==> config.mk <==
export PLATFORM = sky130hd
export DESIGN_NAME = off_chip_arbiter_flat
export DESIGN_NICKNAME = d
export VERILOG_FILES = /design/src/rtl/off_chip_arbiter_pkg.sv /design/src/rtl/off_chip_arbiter_if.sv /design/src/rtl/off_chip_arbiter_rr_pick.sv /design/src/rtl/off_chip_arbiter.sv /design/src/flat_wrapper.sv
export SDC_FILE = /design/constraint.sdc
export NUM_CORES = 1
export LEC_CHECK = 0
export ABC_AREA = 0
export ABC_CLOCK_PERIOD_IN_PS = 4950
export CORE_AREA = 5 5 128 130
export DETAILED_ROUTE_END_ITERATION = 8
export DIE_AREA = 0 0 133 135
export GPL_TIMING_DRIVEN = 0
export MAX_ROUTING_LAYER = met4
export PLACE_DENSITY = 0.74
export SYNTH_ARGS = -nofsm -noshare
export SYNTH_HDL_FRONTEND = slang
export SYNTH_HIERARCHICAL = 1
export SYNTH_SLANG_ARGS = --single-unit
export TNS_END_PERCENT = 50
==> constraint.sdc <==
create_clock -name clk -period 4.95 [get_ports clk]
set_input_delay 0.99 -clock clk [delete_from_list [all_inputs] [get_ports clk]]
set_output_delay 0.99 -clock clk [all_outputs]
set_load 0.02 [all_outputs]
==> src/rtl/off_chip_arbiter_pkg.sv <==
// Shared types and helpers for the off-chip channel arbiter.
package off_chip_pkg;

   localparam int DATA_W_DEF = 64;

   typedef enum logic {
      IDLE  = 1'b0,
      GRANT = 1'b1
   } state_e;

   // Index width for a requester id; never narrower than one bit.
   function automatic int REQ_IDX_W(input int n);
      return (n > 1) ? $clog2(n) : 1;
   endfunction

endpackage

==> src/rtl/off_chip_arbiter_if.sv <==
// Requester-side and channel-side handshake bundle of the off-chip arbiter.
interface off_chip_arbiter_if
   import off_chip_pkg::*;
#(
   parameter int NUM_REQ = 4,
   parameter int DATA_W  = DATA_W_DEF
) ();

   localparam int IW = REQ_IDX_W(NUM_REQ);

   logic [NUM_REQ-1:0]        req_valid;
   logic [NUM_REQ*DATA_W-1:0] req_data;
   logic [NUM_REQ-1:0]        req_ready;
   logic                      out_valid;
   logic [DATA_W-1:0]         out_data;
   logic                      out_ready;
   logic [IW-1:0]             grant_id;
   logic                      busy;

   modport master (
      output req_valid, req_data, out_ready,
      input  req_ready, out_valid, out_data, grant_id, busy
   );

   modport slave (
      input  req_valid, req_data, out_ready,
      output req_ready, out_valid, out_data, grant_id, busy
   );

endinterface

==> src/rtl/off_chip_arbiter_rr_pick.sv <==
// Combinational round-robin picker: first set request at or after ptr_i, wrapping.
module rr_pick
   import off_chip_pkg::*;
#(
   parameter int NUM_REQ = 4,
   parameter int IW      = REQ_IDX_W(NUM_REQ)
) (
   input  logic [NUM_REQ-1:0] req_i,
   input  logic [IW-1:0]      ptr_i,
   output logic               found_o,
   output logic [IW-1:0]      idx_o
);

   logic          hit;
   logic [IW-1:0] pick;
   logic [IW-1:0] cand;
   int            j;

   always_comb begin
      hit  = 1'b0;
      pick = '0;
      cand = '0;
      j    = 0;
      for (int k = 0; k < NUM_REQ; k++) begin
         j = int'(ptr_i) + k;
         if (j >= NUM_REQ) j = j - NUM_REQ;
         cand = IW'(j);
         if (!hit && req_i[cand]) begin
            hit  = 1'b1;
            pick = cand;
         end
      end
   end

   assign found_o = hit;
   assign idx_o   = pick;

endmodule

==> src/rtl/off_chip_arbiter.sv <==
// Round-robin, burst-bounded arbiter feeding one registered valid/ready channel.
module off_chip_arbiter
   import off_chip_pkg::*;
#(
   parameter int NUM_REQ   = 4,
   parameter int DATA_W    = DATA_W_DEF,
   parameter int MAX_BURST = 4
) (
   input  logic              clk,
   input  logic              rst,
   off_chip_arbiter_if.slave bus
);

   localparam int IW = REQ_IDX_W(NUM_REQ);
   localparam int CW = $clog2(MAX_BURST + 1);

   state_e              state_q;
   logic [IW-1:0]       rr_ptr_q;
   logic [IW-1:0]       grant_id_q;
   logic [CW-1:0]       beat_cnt_q;
   logic                out_valid_q;
   logic [DATA_W-1:0]   out_data_q;

   logic [NUM_REQ-1:0][DATA_W-1:0] req_data_2d;
   logic                load_en;
   logic                grantee_vld;
   logic [DATA_W-1:0]   grantee_data;
   logic                accept;
   logic                release_c;
   logic [CW-1:0]       cnt_inc;
   logic [IW-1:0]       next_ptr;
   logic                pick_found;
   logic [IW-1:0]       pick_idx;
   logic [NUM_REQ-1:0]  ready_c;

   assign req_data_2d  = bus.req_data;
   assign grantee_vld  = bus.req_valid[grant_id_q];
   assign grantee_data = req_data_2d[grant_id_q];

   // Output slot is free when empty or draining this cycle.
   assign load_en = !out_valid_q || bus.out_ready;
   assign accept  = (state_q == GRANT) && load_en && grantee_vld;
   assign cnt_inc = beat_cnt_q + CW'(1);

   // A dropped valid ends the grant even mid-stall; a full burst ends it on its last beat.
   assign release_c = (state_q == GRANT) &&
                      (!grantee_vld || (accept && (cnt_inc == CW'(MAX_BURST))));
   assign next_ptr  = (grant_id_q == IW'(NUM_REQ - 1)) ? '0 : grant_id_q + IW'(1);

   always_comb begin
      ready_c = '0;
      if ((state_q == GRANT) && load_en) ready_c[grant_id_q] = 1'b1;
   end

   rr_pick #(
      .NUM_REQ (NUM_REQ),
      .IW      (IW)
   ) u_pick (
      .req_i   (bus.req_valid),
      .ptr_i   (rr_ptr_q),
      .found_o (pick_found),
      .idx_o   (pick_idx)
   );

   always_ff @(posedge clk or negedge rst) begin
      if (!rst) begin
         state_q     <= IDLE;
         rr_ptr_q    <= '0;
         grant_id_q  <= '0;
         beat_cnt_q  <= '0;
         out_valid_q <= 1'b0;
         out_data_q  <= '0;
      end else begin
         if (accept) begin
            out_valid_q <= 1'b1;
            out_data_q  <= grantee_data;
         end else if (bus.out_ready) begin
            out_valid_q <= 1'b0;
         end

         unique case (state_q)
            IDLE: begin
               if (pick_found) begin
                  grant_id_q <= pick_idx;
                  beat_cnt_q <= '0;
                  state_q    <= GRANT;
               end
            end
            GRANT: begin
               if (release_c) begin
                  rr_ptr_q <= next_ptr;
                  state_q  <= IDLE;
               end else if (accept) begin
                  beat_cnt_q <= cnt_inc;
               end
            end
            default: state_q <= IDLE;
         endcase
      end
   end

   assign bus.req_ready = ready_c;
   assign bus.out_valid = out_valid_q;
   assign bus.out_data  = out_data_q;
   assign bus.grant_id  = grant_id_q;
   assign bus.busy      = (state_q == GRANT);

endmodule

==> src/flat_wrapper.sv <==
// flat-port wrapper written by rule: the top's interface ports become plain ports
module off_chip_arbiter_flat import off_chip_pkg::*;
#(
   parameter int NUM_REQ   = 4,
   parameter int DATA_W    = DATA_W_DEF,
   parameter int MAX_BURST = 4
)
  (clk, rst, bus_req_valid, bus_req_data, bus_out_ready, bus_req_ready, bus_out_valid, bus_out_data, bus_grant_id, bus_busy);
  off_chip_arbiter_if #(.NUM_REQ(NUM_REQ), .DATA_W(DATA_W)) bus_i ();
  input  logic clk;
  input  logic rst;
  input wire logic [$bits(bus_i.req_valid)-1:0] bus_req_valid;
  input wire logic [$bits(bus_i.req_data)-1:0] bus_req_data;
  input wire logic [$bits(bus_i.out_ready)-1:0] bus_out_ready;
  output wire logic [$bits(bus_i.req_ready)-1:0] bus_req_ready;
  output wire logic [$bits(bus_i.out_valid)-1:0] bus_out_valid;
  output wire logic [$bits(bus_i.out_data)-1:0] bus_out_data;
  output wire logic [$bits(bus_i.grant_id)-1:0] bus_grant_id;
  output wire logic [$bits(bus_i.busy)-1:0] bus_busy;
  assign bus_i.req_valid = bus_req_valid;
  assign bus_i.req_data = bus_req_data;
  assign bus_i.out_ready = bus_out_ready;
  assign bus_req_ready = bus_i.req_ready;
  assign bus_out_valid = bus_i.out_valid;
  assign bus_out_data = bus_i.out_data;
  assign bus_grant_id = bus_i.grant_id;
  assign bus_busy = bus_i.busy;
  off_chip_arbiter #(.NUM_REQ(NUM_REQ), .DATA_W(DATA_W), .MAX_BURST(MAX_BURST)) u_core (.clk(clk), .rst(rst), .bus(bus_i));
endmodule
==> out/qor.yml <==
die:
  die_x_um: 133
  rows: 45
  fp.dieH_um: 135
  start_util_pct: 31.3
  io_pins: 335
  dieArea_um2: 18000
  coreArea_um2: 15000
layout:
  final_cells: 832
  final_nets: 905
  multi_input_area_um2: 2700
  layout-drive-gt1-share_pct: 25.4
  seq_area_um2: 1830
  fill_cells: 1246
  area_growth_pct: 82.6
setup_path:
  path_class: "flip-flop to primary output"
  rrSetupSlack_ns: 2.43
  slowest_stage: "clkbuf_1"
  startpoint_type: "flip-flop"
  cp_data_required_time_ns: 3.96
  cp_common_cell: "clkbuf_1"
  crit_fanout: 10
  end_kind: "primary output"
  worstPathArrival_ns: 2.98
  crit_chain: "clkbuf_1 > clkbuf_1 > inv_1 > ha_1 > and3_1 > clkdlybuf4s50_1"
  reg2regPathDepth: 6
  cpPeakStageDelay_ns: 0.58
  rr_startpoint: "u_core/bus.grant_id[1]"
  timing.rr.end: "u_core/rr_ptr_q[1]"
clock_tree:
  cts_tree: "built"
  h-tree-depth: 3
  clk_pin_slew_ns: 0.06
  insertion_delay_ns: 0.33
  cts_buffers: 9
  cts_sinks: 73
  root_buffer: "clkbuf_16"
  clock_path_buffers: 2
  cts_setup_buffers: 0
  cts_hold_buf: 0
  post_cts_resized: 0
placement:
  dp_hpwl_um: 14600
  portBuffers: 334
  placedCellCount: 813
  dp_slack_ns: 1.26
  globalplace.congestion: 0.857
sta:
  hold_viol_final: 0
  period_needed_ns: 3.97
  worstMarginPinSlew_ns: 0.836
  slew_violations: 0
  layout_setup_ws_ns: 0.977
  rsz0062_at_grt: "no"
  relSlewSlack_pct: 44.2
  max_freq_mhz: 252
  fin_crit_sh_pct: 80.3
  setup_violations: 0
  skew_ns: 0.00762
  setup_tns_ns: 0
min_path:
  min_delay_path_depth: 1
  hp-class: "flip-flop to flip-flop"
  hold-path-endpoint: "u_core/bus.out_data[37]"
  min-delay-start: "u_core/bus.out_data[37]"
global_routing:
  grt_pass1_vias: 5026
  antenna_found_initial: 3
  grt_pass1_wl_um: 26900
  grt_max_degree: 40
  globalRouteTotalUtil_pct: 19.7
  grt_overflow: 0
synth:
  synthTopCellsByArea: "dfrtp_1 39%, mux4_2 31%, mux2_4 12%"
  netlist_instances: 290
  synth-main-ff-cell: "dfrtp_1"
  synth_cell_types: 30
  syn-num-nets: 559
  ys_warn_count: 6
  synth_area_um2: 4700
  ys_seq_area_share_pct: 38.8
  synth_top_cell_by_area: "dfrtp_1"
  synthArstFlopShare_pct: 100
  avgSynthCellArea_um2: 16.2
  netlist.area_leader.share_pct: 38.8
  synth_edf_count: 0
  ys_ff_latch: 73
routing:
  drt_iter0_markers: 224
  ant_nets: 0
  drcViolationCount: 0
  vias: 4144
  first_pass_iters: 4
  viasPerCell: 4.98
  routedWlPerCell_um: 20.9
  drt_wl_total_um: 17400
run_status:
  status: "finished, final reports clean"
pwr:
  ir_drop_v: 0.000263
  p_per_area_nw_per_um2: 548
  p_leak_nw: 3.36
run:
  cap_violations: 0
-- metrics by stage --
step	hold WS, ns	power, mW	instance area, um^2	utilization, %
3_5_place_dp	0.495	4.13	8300	55.2
3_3_place_gp	0.490	4.07	8280	55.1
4_1_cts	0.508	4.77	8580	57.1
6_report	0.505	4.70	8590	57.1
2_1_floorplan	0.503	2.96	4700	-
5_1_grt	0.521	4.99	8590	57.1
-- cell usage after synthesis (3+ instances only) --
cell / instances
a21oi_1: 4
nand2b_1: 3
nand2_1: 6
dfrtp_1: 73
nor2b_1: 5
and3_1: 4
inv_1: 10
clkbuf_1: 12
buf_2: 7
mux2_2: 26
ha_1: 6
buf_6: 5
o211ai_1: 3
o21ai_0: 3
mux2_4: 38
mux4_2: 65
-- layer usage --
layer	up-vias	share of wire, %	global-route usage (%)
li1	1860	-	-
met1	2036	37	21.3
met2	222	52	35.2
met3	26	8.2	5.74
met4	0	2.0	5.95
met5	-	0	-
-- worst max-delay path: cells and delay by family, from the launching register on --
| kind | cells | cell delay (ns) |
|---|---|---|
| flops | 1 | 0.48 |
| buf+inv | 4 | 1.79 |
| fa+ha+maj | 1 | 0.22 |
| simple gates | 1 | 0.16 |
-- flip-flops by register name, indices dropped and copies added (netlist names) --
signal / count
u_core/bus.busy: 1
u_core/bus.out_data: 64
u_core/rr_ptr_q: 2
u_core/bus.out_valid: 1
u_core/beat_cnt_q: 3
u_core/bus.grant_id: 2
-- cells in the final DEF, fill, tap and decap left out, types with 6 or more instances in the layout --
cell type,count
clkdlybuf4s50_1,333
clkbuf_16,9
mux2_4,38
mux4_2,65
mux2_2,26
clkbuf_1,12
ha_1,6
nand2_1,6
buf_2,7
dfrtp_1,73
inv_1,10
-- power breakdown --
group / total, mW / internal [mW] / switching [mW] / leakage [nW]
logic: 2.99 / 1.73 / 1.25 / 2.36
clock network: 0.611 / 0.354 / 0.257 / 0.135
registers: 1.11 / 0.909 / 0.196 / 0.865
total: 4.70 / 3.00 / 1.71 / 3.36
-- cells by family after synthesis --
group / count (synthesis) / share of synthesized area [%]
flip-flops: 73 / 38.8
buffers and inverters: 35 / 3.78
AO/OA/AOI/OAI: 18 / 2.66
adder cells (fa/ha/maj): 6 / 1.60
AND/OR/NAND/NOR: 27 / 3.24
multiplexers: 131 / 49.9
-- how the worst max path moves through the flow --
stage               cells past startpoint                   start                      end
floorplan                               6  u_core/bus.grant_id[0]         bus_req_ready[0]
global placement                        1                     rst  u_core/bus.out_data[44]
detailed placement                      6  u_core/bus.grant_id[1]         bus_req_ready[0]
CTS                                     6  u_core/bus.grant_id[1]         bus_req_ready[0]
global route                            6  u_core/bus.grant_id[1]         bus_req_ready[0]
finish                                  6  u_core/bus.grant_id[1]         bus_req_ready[0]
-- cell type report --
class,instances,area share (%)
Timing Repair Buffer,335,39.1
Multi-Input combinational cell,182,31.4
Sequential cell,73,21.3
Clock buffer,10,2.78
Tap cell,188,2.74
Buffer,24,1.59
Clock inverter,6,0.495
Inverter,11,0.481
Antenna cell,3,0.0874
Power figures use the tool's default switching activity.
